<file path="src/rtl/load_store_unit.sv">
// Load/store unit: turns one decoded memory access into a single word-aligned
// bus transaction and returns a lane-aligned, extended load result.
module load_store_unit #(
  parameter int TIMEOUT_CYCLES = 255,
  parameter int CNT_W          = 8
) (
  input  logic        clk,
  input  logic        reset_i,
  input  logic        req_i,
  input  logic        we_i,
  input  logic [31:0] addr_i,
  input  logic [3:0]  mask_i,
  input  logic        sext_i,
  input  logic [31:0] wdata_i,
  output logic        busy_o,
  output logic        done_o,
  output logic [1:0]  err_o,
  output logic [31:0] rdata_o,
  output logic        mem_valid_o,
  input  logic        mem_ready_i,
  output logic        mem_we_o,
  output logic [31:0] mem_addr_o,
  output logic [3:0]  mem_wmask_o,
  output logic [31:0] mem_wdata_o,
  input  logic [31:0] mem_rdata_i
);

  typedef enum logic [1:0] {IDLE, BUS, DONE} state_t;

  localparam logic [CNT_W-1:0] CNT_LAST =
    CNT_W'(TIMEOUT_CYCLES - 1);

  state_t           state;
  logic             we_q;
  logic [1:0]       off_q;
  logic [3:0]       mask_q;
  logic             sext_q;
  logic             fault_q;
  logic [CNT_W-1:0] cnt;

  logic             misaligned;
  logic [31:0]      shifted;
  logic [31:0]      ld_data;

  // alignment check on the incoming request
  always_comb begin
    misaligned = 1'b1;
    case (mask_i)
      4'b0001: misaligned = 1'b0;
      4'b0011: misaligned = addr_i[0];
      4'b1111: misaligned = |addr_i[1:0];
      default: misaligned = 1'b1;
    endcase
  end

  // lane-align the read word and extend to 32 bits
  always_comb begin
    shifted = mem_rdata_i >> {off_q, 3'b000};
    case (mask_q)
      4'b0001: ld_data = {{24{sext_q & shifted[7]}},
                          shifted[7:0]};
      4'b0011: ld_data = {{16{sext_q & shifted[15]}},
                          shifted[15:0]};
      default: ld_data = shifted;
    endcase
  end

  // control FSM with registered outputs; a misaligned request
  // spends its first busy cycle in BUS without a bus request so
  // that it completes with the same latency as a zero-wait access
  always_ff @(posedge clk) begin
    if (reset_i) begin
      state       <= IDLE;
      we_q        <= 1'b0;
      off_q       <= 2'b00;
      mask_q      <= 4'b0000;
      sext_q      <= 1'b0;
      fault_q     <= 1'b0;
      cnt         <= '0;
      busy_o      <= 1'b0;
      done_o      <= 1'b0;
      err_o       <= 2'b00;
      rdata_o     <= '0;
      mem_valid_o <= 1'b0;
      mem_we_o    <= 1'b0;
      mem_addr_o  <= '0;
      mem_wmask_o <= '0;
      mem_wdata_o <= '0;
    end else begin
      done_o <= 1'b0;
      unique case (state)
        IDLE: begin
          if (req_i) begin
            we_q    <= we_i;
            off_q   <= addr_i[1:0];
            mask_q  <= mask_i;
            sext_q  <= sext_i;
            fault_q <= misaligned;
            busy_o  <= 1'b1;
            state   <= BUS;
            if (!misaligned) begin
              mem_valid_o <= 1'b1;
              mem_we_o    <= we_i;
              mem_addr_o  <= {addr_i[31:2], 2'b00};
              mem_wmask_o <= 4'(mask_i << addr_i[1:0]);
              mem_wdata_o <= wdata_i << {addr_i[1:0], 3'b000};
            end
          end
        end
        BUS: begin
          if (fault_q) begin
            err_o  <= 2'b01;
            done_o <= 1'b1;
            busy_o <= 1'b0;
            state  <= DONE;
          end else if (mem_ready_i) begin
            if (!we_q) rdata_o <= ld_data;
            err_o       <= 2'b00;
            done_o      <= 1'b1;
            busy_o      <= 1'b0;
            mem_valid_o <= 1'b0;
            state       <= DONE;
          end else if (TIMEOUT_CYCLES != 0 &&
                       cnt == CNT_LAST) begin
            err_o       <= 2'b10;
            done_o      <= 1'b1;
            busy_o      <= 1'b0;
            mem_valid_o <= 1'b0;
            state       <= DONE;
          end else begin
            cnt <= cnt + 1'b1;
          end
        end
        DONE: begin
          cnt     <= '0;
          fault_q <= 1'b0;
          state   <= IDLE;
        end
        default: state <= IDLE;
      endcase
    end
  end

endmodule

</file>
<file path="config.mk">
export PLATFORM = sky130hd
export DESIGN_NAME = load_store_unit
export DESIGN_NICKNAME = d
export VERILOG_FILES = /design/src/rtl/load_store_unit.sv
export SDC_FILE = /design/constraint.sdc
export NUM_CORES = 1
export LEC_CHECK = 0
export ABC_CLOCK_PERIOD_IN_PS = 3050
export CAP_MARGIN = 20
export CORE_UTILIZATION = 50
export DETAILED_ROUTE_END_ITERATION = 7
export DONT_BUFFER_PORTS = 1
export SYNTH_ARGS = -nofsm -noshare
export SYNTH_HDL_FRONTEND = slang
export SYNTH_SLANG_ARGS = --single-unit
</file>
<file path="constraint.sdc">
create_clock -name clk -period 3.05 [get_ports clk]
set_clock_uncertainty 0.1 [all_clocks]
set_input_delay 0.4575 -clock clk [delete_from_list [all_inputs] [get_ports clk]]
set_output_delay 0.4575 -clock clk [all_outputs]
set_load 0.01 [all_outputs]
</file>
Word level (Yosys, flattened, before mapping)

Index checks and enable logic that the tools add are counted.

Input bits: 106
Register bits after elaboration: 123
Output and inout bits: 106
Logic and storage cells: 84

Reductions and logical operators: 16
Bitwise logic cells: 6
Add/sub/neg operators: 1
Muxes and demuxes: 27
Shift operators: 3
Equality and inequality tests: 15

Operators with widths:

| cell                  | number |
|---|---|
| $pmux W32 S2          | 1 |
| $shl A32 B5 Y32       | 1 |
| $shr A32 B5 Y32       | 1 |
| $mux W8               | 3 |
| $pmux W8 S2           | 1 |
| $mux W2               | 6 |
| $mux W1               | 11 |
| $ne A2 B2 Y1 const B  | 5 |
| $add A8 B1 Y8 const B | 1 |
| $eq A4 B1 Y1 const B  | 2 |
| $eq A4 B2 Y1 const B  | 2 |
| $eq A8 B8 Y1 const B  | 1 |
| $reduce_and A2 Y1     | 4 |
| $reduce_and A4 Y1     | 2 |
| $pmux W1 S2           | 3 |
| $reduce_and A3 Y1     | 2 |
| $reduce_bool A2 Y1    | 3 |
| $reduce_and A5 Y1     | 1 |
| $eq A4 B4 Y1 const B  | 1 |
| $ne A4 B4 Y1 const B  | 1 |
| $not A1 Y1            | 4 |
| $pmux W2 S2           | 1 |
| $reduce_or A2 Y1      | 2 |
| $shl A4 B2 Y4         | 1 |
| 7 further kinds       | 8 |

Logic depth before layout (Yosys ltp)

Gate-level depths: netlist of run 1.

Word-level depth: 5
Mapped depth: 7
Gate-level depth less buffers: 6

Worst setup path after synthesis of run 1

Ideal clock, no wire load.

Path type: input to register
Start point: in addr_i[0]
End point: reg mem_wdata_o[11]
Library setup time: 0.070 ns
Slack: 1.216 ns
Buffers on the path: 2
Cell stages on the path: 6
Arrival: 1.663 ns
Data required time: 2.880 ns
Path through: buf_6 a211oi_2 a41oi_2 buf_2 or4_1 a21oi_1

Cells in the longest elaborated chain, start to end: 4
Elaborated cells on any way between the ends: 5
Classes of those cells: shift: 1; mux: 1; bitwise: 1; reduce/logical: 2

RTL lines:

| item                               | RTL line | text |
|---|---|---|
| start, declared                    | 11       | `input logic [31:0] addr_i,` |
| $reduce_or A2 Y1                   | 51       | `4'b1111: misaligned = \|addr_i[1:0];` |
| $pmux W1 S3                        | 48       | `case (mask_i)` |
| $not A1 Y1 (no source line)        | --       |  |
| $reduce_and A3 Y1 (no source line) | --       |  |
| end signal, assigned               | 106      | `mem_wdata_o <= wdata_i << {addr_i[1:0], 3'b000};` |
| end, declared                      | 24       | `output logic [31:0] mem_wdata_o,` |

Parallel ways exist; a longest one is shown, timed or not.
A chain may end at the register's enable or synchronous reset.

Worst setup path in the final report of run 1

Start point: reg off_q[0]
End point: reg rdata_o[8]

Cells in the longest elaborated chain, start to end: 3

RTL lines:

| item                   | RTL line | text |
|---|---|---|
| start, declared        | 35       | `logic [1:0] off_q;` |
| start signal, assigned | 95       | `off_q <= addr_i[1:0];` |
| $shr A32 B5 Y32 *      | 58       | `shifted = mem_rdata_i >> {off_q, 3'b000};` |
| $and A1 B1 Y1          | 60       | `4'b0001: ld_data = {{24{sext_q & shifted[7]}},` |
| $pmux W32 S2 *         | 59       | `case (mask_q)` |
| end signal, assigned   | 117      | `if (!we_q) rdata_o <= ld_data;` |
| end, declared          | 18       | `output logic [31:0] rdata_o,` |

Mark *: on every way between the ends. The rest lies on a longest branch, timed or not.

==> impl_metrics.ini, run 1 <==
[power_and_ir_drop]
power_frac_clock_pct = 49.1
p_sw_share_pct = 24.6
power.internal_mw = 3.02
power_density_nw_per_um2 = 625
vdd_ir_drop_max_mv = 0.442
p_switching_mw = 0.984
p_seq_share_pct = 42.8
leakagePower_nw = 2.17
power_frac_comb_pct = 8.1

[yosys]
yosys_warnings = 0
synth_top_area_share_pct = 42.4
avgSynthCellArea_um2 = 8.57
synth_area_leader_cell = dfxtp_1
ys_seq_elements = 123
yosysSeqAreaShare_pct = 42.4
yosys-top-cells-area = dfxtp_1, a21oi_1, o21ai_0
postSynthCellCount = 678
synth_cell_types = 56
netlist_area_um2 = 5810

[floorplan]
die_x_um = 110
start_util_pct = 51.1
die_y_um = 110
dieArea_um2 = 12100
fp-row-count = 39
core_area_um2 = 11400
io_pins = 212

[worst_setup_path]
r2r-end = rdata_o[8]
r2r_start = off_q[0]
arrival_ns = 2.37
cp-start-kind = register
cp-endpoint = rdata_o[8]
critPathLaunch = off_q[0]
rr_worst_depth = 4
required_ns = 3.21
crit_type = reg2reg
crit_fanout = 14
endpoint_kind = register
rrSetupSlack_ns = 0.84

[timing]
post-route-period-util_pct = 72.4
rsz0062_at_grt = no
max_slew.worst_pin.slew_ns = 0.822
slew_headroom_pct = 45.2
fmax_mhz = 453
post-route-min-period_ns = 2.21
slew_violations = 0
final_hold_viol_count = 0
fin_setup_tns_ns = 0
setup_violations = 0

[finish]
final_nets = 756
seqCellArea_um2 = 2460
drive_above_1_share_pct = 12.6
antenna_cells = 0
mostFrequentLayoutCells = dfxtp_1, a21oi_1, o21ai_0, nand2_1, nand3_1
syn_to_final_growth_pct = 10.4
final_common_cell = dfxtp_1
final_cell_area_um2 = 6420
multi_input_area_um2 = 3090
fillers = 1076

[cts]
cts_setup_buffers = 0
clk_latency_ns = 0.42
cts_made_buffers = 17
cts_max_level = 4
cts_tree = yes
clk_pin_slew_ns = 0.06
clock-sinks = 123
ctsRootBufferMaster = clkbuf_16
cts_max_path_buffers = 2

[grt]
grt_pass1_wl_mm = 23.5
antenna_found_initial = 0
grt_start_max_net_pins = 103
track_usage_pct = 25.6
overflow = 0
grt_pass1_vias = 4529

[detailed_routing]
routed_via_density = 6.27
postRouteAntennaNets = 0
drtIter0Drc = 429
firstDrtPassIters = 4
num_vias = 5043
routed_wl_mm = 15.9
avgRoutedWirePerCell_um = 19.8
drcViolationCount = 0

[run_status]
status = completed

[placed_design]
placed_cell_area_um2 = 5830
portBuffers = 0
place_congestion = 0.797
dp_hpwl_mm = 10.8

[worst_hold_path]
worstHoldStart = reset_i
hold_path_depth = 1
hold_path_class = in2reg

[job]
drv_cap = 0
==> metal layers <==
layer / vias to the layer above / part of all wire [%] / track usage [%]
li1: 2422 / - / -
met1: 2379 / 41 / 31.3
met2: 218 / 47 / 40.6
met3: 24 / 9.9 / 10.5
met4: 0 / 1.4 / 8.48
met5: - / 0 / 0
==> synthesized netlist by cell type, drive strengths merged <==
library cell	number
o2111ai	9
or2	1
mux2	23
nor4b	2
nand2	57
xor2	1
a21boi	1
o22ai	1
a31oi	2
dfxtp	123
conb	1
a22oi	9
a21oi	100
o21a	1
nand2b	19
nor4	3
mux2i	29
nand3b	2
nand3	34
o211ai	11
and3	1
nor2b	5
a211oi	17
a41o	1
o31a	1
ha	2
a41oi	1
nor3	10
nor2	32
nor3b	3
a221o	7
and2	3
or3	4
inv	3
o21ai	71
xnor2	2
a311oi	1
a2111oi	1
buf	27
clkbuf	34
nand4	11
or3b	1
and4	2
or4	9
==> critical path: stages (launching register included) <==
cell and delay, ns:
dfxtp_1 0.64, mux2i_1 0.36, mux2i_1 0.16, a31oi_1 0.63
a211oi_1 0.16
==> power by group through the flow <==
stage	Clock, mW	Combinational [mW]	Sequential (mW)
after floorplan	0	0.301	1.73
after global placement	0	0.317	1.75
after detailed placement	0	0.322	1.75
after CTS	1.99	0.325	1.72
after global routing	2.06	0.360	1.72
final	1.97	0.325	1.72
==> cell type report <==
class	instances	area share (%)
Tap cell	143	2.79
Multi-Input combinational cell	492	48.1
Clock inverter	12	1.91
Timing Repair Buffer	11	1.52
Clock buffer	20	7.12
Inverter	3	0.176
Sequential cell	123	38.4
==> through the flow <==
step           cells  hold slack, ns  util, %  worst slack [ns]  power (mW)
2_1_floorplan    679           0.345        -              1.22        2.03
3_3_place_gp     771           0.354     51.2             0.923        2.07
3_5_place_dp     771           0.358     51.2             0.867        2.07
4_1_cts          804       0.0000947     56.4             0.862        4.03
5_1_grt          804        0.000109     56.4             0.705        4.15
6_report         804          0.0161     56.4             0.842        4.01
==> sequential cells by signal (all words and copies together) (netlist names), 4 cells and up <==
signal,count
mem_addr_o,30
cnt,8
mask_q,4
rdata_o,32
mem_wmask_o,4
mem_wdata_o,32
==> cells by family (layout without fill, tap and decap cells) <==
group                      Yosys count  in the layout  share of synthesized area (%)
DFF                                123            123                           42.4
muxes                               52             52                           9.45
other                                1              2                         0.0645
AOI/OAI and AO/OA                  234            234                           24.0
and+or+nand+nor                    199            199                           18.4
adders and majority gates            2              2                          0.430
buffers and inverters               64             46                           4.84
xor gates and xnor gates             3              3                          0.452
==> worst min-delay path by stage <==
stage                    end
global route          busy_o
global placement        we_q
finish                busy_o
floorplan               we_q
detailed placement      we_q
CTS                 err_o[0]
==> repair_timing <==
item | in CTS | in global routing
endpoints found under the setup margin | 0 | 0
hold buffers | 1 | 0
gates resized for setup | 0 | 0
hold endpoints to repair | 5 | 0
Power figures use the tool's default switching activity.
==> run 2, diff against run 1 <==
--- a/config.mk
+++ b/config.mk
@@ -5,11 +5,12 @@
 export SDC_FILE = /design/constraint.sdc
 export NUM_CORES = 1
 export LEC_CHECK = 0
-export ABC_CLOCK_PERIOD_IN_PS = 3050
+export ABC_CLOCK_PERIOD_IN_PS = 1950
 export CAP_MARGIN = 20
 export CORE_UTILIZATION = 50
 export DETAILED_ROUTE_END_ITERATION = 7
 export DONT_BUFFER_PORTS = 1
+export PLACE_DENSITY = 0.68
 export SYNTH_ARGS = -nofsm -noshare
 export SYNTH_HDL_FRONTEND = slang
 export SYNTH_SLANG_ARGS = --single-unit
==> constraint.sdc (replaced) <==
create_clock -name clk -period 1.95 [get_ports clk]
set_clock_uncertainty 0.1 [all_clocks]
set_input_delay 0.2925 -clock clk [delete_from_list [all_inputs] [get_ports clk]]
set_output_delay 0.2925 -clock clk [all_outputs]
set_load 0.01 [all_outputs]
==> run 2 against run 1 <==
  * The run now ends with negative hold slack left
  * Power grew 64%
  * Worst hold slack lost 0.17 ns
  * Core utilization grew 4.7 points
  * Sequential cell count is the same
  * First-iteration DRC count shrank 8.6%
  * Die area is the same
  * Sequential share of layout area shrank 3.0 points
  * Critical path type unchanged
  * Largest cell class unchanged
  * Largest power group unchanged
==> impl_metrics.ini, run 2 (same netlist as run 1, synthesis figures left out) <==
[run_status]
status = complete, but fails checks
violations = negative hold slack

[detailed_routing]
postRouteAntennaNets = 0
num_vias = 5279
drcViolationCount = 0
routed_via_density = 6.20
drtIter0Drc = 392
avgRoutedWirePerCell_um = 19.1
firstDrtPassIters = 5
routed_wl_mm = 16.3

[placed_design]
dpl_worst_slack_ns = 0.0669
placedCellCount = 782
place_congestion = 0.882
portBuffers = 0
dp_hpwl_mm = 10.8

[worst_setup_path]
rrSetupSlack_ns = 0.11
r2r-end = mask_q[0]
endpoint_kind = register
crit_fanout = 11
rr_worst_depth = 6
cp-start-kind = register
r2r_start = state[0]
arrival_ns = 2.10
crit_type = reg2reg
required_ns = 2.21

[timing]
fmax_mhz = 544
final_hold_viol_count = 81
post-route-min-period_ns = 1.84
rsz0062_at_grt = no
slew_violations = 0
max_slew.worst_pin.slew_ns = 0.683
slew_headroom_pct = 54.5
fin_setup_tns_ns = 0
final.setup.worst_slack_ns = 0.111
timing.hold.ws_ns = -0.154
post-route-period-util_pct = 94.3
setup_violations = 0

[cts]
cts_hold_buf = 37
cts_tree = yes
clk_pin_slew_ns = 0.05
cts_made_buffers = 17
cts_max_level = 4
ctsRootBufferMaster = clkbuf_16
clock-sinks = 123
cts_max_path_buffers = 2
clk_latency_ns = 0.42

[power_and_ir_drop]
power_density_nw_per_um2 = 942
vdd_ir_drop_max_mv = 0.892
leakagePower_nw = 2.40
power.total_mw = 6.55

[grt]
track_usage_pct = 26.6
grt_pass1_wl_mm = 24.5
antenna_found_initial = 0
grt_pass1_vias = 4829
grt_start_max_net_pins = 107
overflow = 0

[finish]
antenna_cells = 0
final_common_cell = dfxtp_1
drive_above_1_share_pct = 14.2
syn_to_final_growth_pct = 19.7
top_regs = mem_wdata_o: 32 flops, rdata_o: 32 flops, mem_addr_o: 30 flops
mostFrequentLayoutCells = dfxtp_1, a21oi_1, o21ai_0, nand2_1, dlygate4sd3_1
final_nets = 804
stdcell_count = 852

[floorplan]
core_area_um2 = 11400
io_pins = 212
dieArea_um2 = 12100
start_util_pct = 51.1
die_y_um = 110
die_x_um = 110
fp-row-count = 39

[worst_hold_path]
worstHoldStart = reset_i
hold_path_depth = 1
whs_endpoint = rdata_o[11]
hold_path_class = in2reg

[job]
drv_cap = 0
run 2: changes by cell type in the layout (fill, tap and decap cells not counted), sizes merged:
cell         change
dlygate4sd3     +36
buf             +12
clkinv           -3
bufinv           +1
clkbuf           +1
clkinvlp         +1
run 2: metal layers:
layer	track usage, %	up-vias	routed length (um)
met5	0	-	0
met4	11.3	0	374
met3	11.0	28	1720
met2	42.2	245	7640
met1	31.6	2489	6570
li1	-	2517	-
run 2: worst max-delay path, stage by stage (launching register included):
cell	delay, ns
dfxtp_2	0.36
nor3b_4	0.27
buf_6	0.18
and2_2	0.20
a21oi_1	0.05
nor2_1	0.08
dlygate4sd3_1	0.55
run 2: per-stage QoR:
step	util, %	hold slack (ns)	area, um2
after floorplan	-	0.323	5820
after global placement	52.1	0.280	5920
after detailed placement	52.1	0.277	5920
after CTS	60.8	-0.169	6910
after global routing	61.2	-0.166	6960
final	61.2	-0.154	6960
run 2: layout make-up:
type	instances	area, um2
Fill cell	969	4410
Sequential cell	123	2460
Tap cell	143	179
Clock buffer	21	480
Inverter	3	11.3
Multi-Input combinational cell	492	3120
Clock inverter	11	141
Timing Repair Buffer	59	564
run 2: worst max path at each step:
stage	start	endpoint	slack, ns
6_report	state[0]	mask_q[0]	0.11
3_5_place_dp	state[0]	rdata_o[28]	0.07
2_1_floorplan	addr_i[0]	mem_wdata_o[11]	0.28
5_1_grt	state[1]	mask_q[1]	0.02
3_3_place_gp	state[0]	rdata_o[21]	0.16
4_1_cts	state[0]	mask_q[0]	0.03
run 2: where the power goes:
part | switching, mW | internal, mW
Clock | 1.15 | 2.13
Combinational | 0.324 | 0.269
Sequential | 0.0901 | 2.59
run 2: repair_timing:
item                                   CTS  global route
gates resized for setup                  0             9
setup endpoints to repair                0            50
setup buffers                            0             1
endpoints found under the hold margin  109            81
==> run 3, diff against run 2 <==
--- a/config.mk
+++ b/config.mk
@@ -5,12 +5,11 @@
 export SDC_FILE = /design/constraint.sdc
 export NUM_CORES = 1
 export LEC_CHECK = 0
-export ABC_CLOCK_PERIOD_IN_PS = 1950
+export ABC_CLOCK_PERIOD_IN_PS = 2300
 export CAP_MARGIN = 20
 export CORE_UTILIZATION = 50
 export DETAILED_ROUTE_END_ITERATION = 7
 export DONT_BUFFER_PORTS = 1
-export PLACE_DENSITY = 0.68
 export SYNTH_ARGS = -nofsm -noshare
 export SYNTH_HDL_FRONTEND = slang
 export SYNTH_SLANG_ARGS = --single-unit
==> constraint.sdc (replaced) <==
create_clock -name clk -period 2.3 [get_ports clk]
set_clock_uncertainty 0.1 [all_clocks]
set_input_delay 0.345 -clock clk [delete_from_list [all_inputs] [get_ports clk]]
set_output_delay 0.345 -clock clk [all_outputs]
set_load 0.01 [all_outputs]
==> run 3 against run 2 <==
  * The run now ends clean
  * Design area is 1.5% higher
  * Clock power is 16% lower
  * Global-route usage is 0.93 points higher
  * Count of clock-buffer cells in the layout stayed put
  * Fmax is 9.8% lower
  * Power is 15% lower
  * Sequential cell count stayed put
  * First-iteration DRC count is 0.26% lower
  * Die area stayed put
  * Sequential share of layout area is 0.54 points lower
  * Wire length is 2.4% higher
  * Non-clock buffer count is 14 higher
  * Critical endpoint is now mem_wdata_o[10]
==> impl_metrics.ini, run 3 (same netlist as run 1, synthesis figures left out) <==
[worst_setup_path]
arrival_ns = 2.28
crit_chain = nor3b_2 > nand2_2 > or4_1 > a21oi_1
r2r_start = state[1]
crit_fanout = 35
max_stage_delay_ns = 0.62
crit_type = reg2reg
endpoint_kind = register
cp-start-kind = register
critPathLaunch = state[1]
slowest_stage = or4_1
required_ns = 2.54

[timing]
post-route-min-period_ns = 2.04
final.setup.worst_slack_ns = 0.261
slew_violations = 0
timing.hold.ws_ns = 0.0122
final_hold_viol_count = 0
max_slew.worst_pin.slew_ns = 0.703
post-route-period-util_pct = 88.6
rsz0062_at_grt = no
fin_setup_tns_ns = 0
setup_violations = 0
fmax_mhz = 491
slew_headroom_pct = 53.0

[cts]
clock-sinks = 123
cts_made_buffers = 17
clk_pin_slew_ns = 0.06
clk_latency_ns = 0.42
ctsResizeCount = 0
cts_max_level = 4
ctsRootBufferMaster = clkbuf_16
cts_tree = yes
cts_max_path_buffers = 2

[grt]
grt_pass1_vias = 4909
antenna_found_initial = 0
grt_start_max_net_pins = 92
grt_pass1_wl_mm = 25.3
track_usage_pct = 27.6
overflow = 0

[placed_design]
portBuffers = 0
place_congestion = 0.867
dpl_worst_slack_ns = 0.283
dp_hpwl_mm = 11.0

[power_and_ir_drop]
vdd_ir_drop_max_mv = 0.538
leakagePower_nw = 2.45
power_density_nw_per_um2 = 790

[finish]
mostFrequentLayoutCells = dfxtp_1, a21oi_1, o21ai_0, dlygate4sd3_1, nand2_1
final_common_cell = dfxtp_1
final_nets = 818
post-route-util_pct = 62.1
top_regs = mem_wdata_o: 32 flops, rdata_o: 32 flops, mem_addr_o: 30 flops
drive_above_1_share_pct = 12.4
syn_to_final_growth_pct = 21.4
antenna_cells = 0

[floorplan]
fp-row-count = 39
start_util_pct = 51.1
die_x_um = 110
die_y_um = 110
io_pins = 212
dieArea_um2 = 12100
core_area_um2 = 11400

[job]
drv_cap = 0

[detailed_routing]
firstDrtPassIters = 6
postRouteAntennaNets = 0
routed_via_density = 6.11
avgRoutedWirePerCell_um = 19.3
routed_wl_mm = 16.7
drcViolationCount = 0
num_vias = 5289
drtIter0Drc = 391

[run_status]
status = completed

[worst_hold_path]
hold_path_class = in2reg
worstHoldStart = addr_i[1]
-- run 3: layout make-up --
type	count	area (um2)
clock buffer	21	470
inverter	3	11.3
timing repair buffer	73	708
tap	143	179
multi-input combinational	492	3090
clock inverter	11	141
sequential	123	2460
fill	987	4310
-- run 3: critical path, delay by kind of cell, from the launching register on --
kind,cells,cell delay [ns]
DFF,1,0.38
AOI/OAI and AO/OA,1,0.17
and+or+nand+nor,3,1.30
-- run 3: final timing paths --
check                          to  slack [ns]  depth (start not counted)
setup / recovery  mem_wdata_o[10]        0.26                          4
hold / removal    mem_wdata_o[12]        0.01                          2
setup reg to reg  mem_wdata_o[10]        0.26                          4
hold reg to reg              we_q        0.37                          2
-- run 3: metrics by stage --
stage	cells	total power [mW]	cell area [um2]
finish	866	5.58	7060
global route	866	5.77	7060
global placement	777	2.75	5860
floorplan	679	2.69	5820
detailed placement	777	2.76	5860
CTS	866	5.62	7060
-- run 3: power by group --
group          leakage [nW]  internal [mW]  switching (mW)
Clock                 0.295           1.78           0.964
Combinational          1.16          0.249           0.313
Sequential            0.996           2.19          0.0756
-- run 3: per-layer routing --
metal	GRT usage, %	wire length (um)
met5	0	0
met4	11.4	380
met3	10.2	1560
met2	44.2	7950
met1	33.1	6800
-- run 3: repair_timing --
| item | CTS | global route |
|---|---|---|
| hold buffers | 57 | 0 |
| endpoints found under the setup margin | 0 | 0 |
| endpoints found under the hold margin | 108 | 0 |
| setup buffers | 0 | 0 |
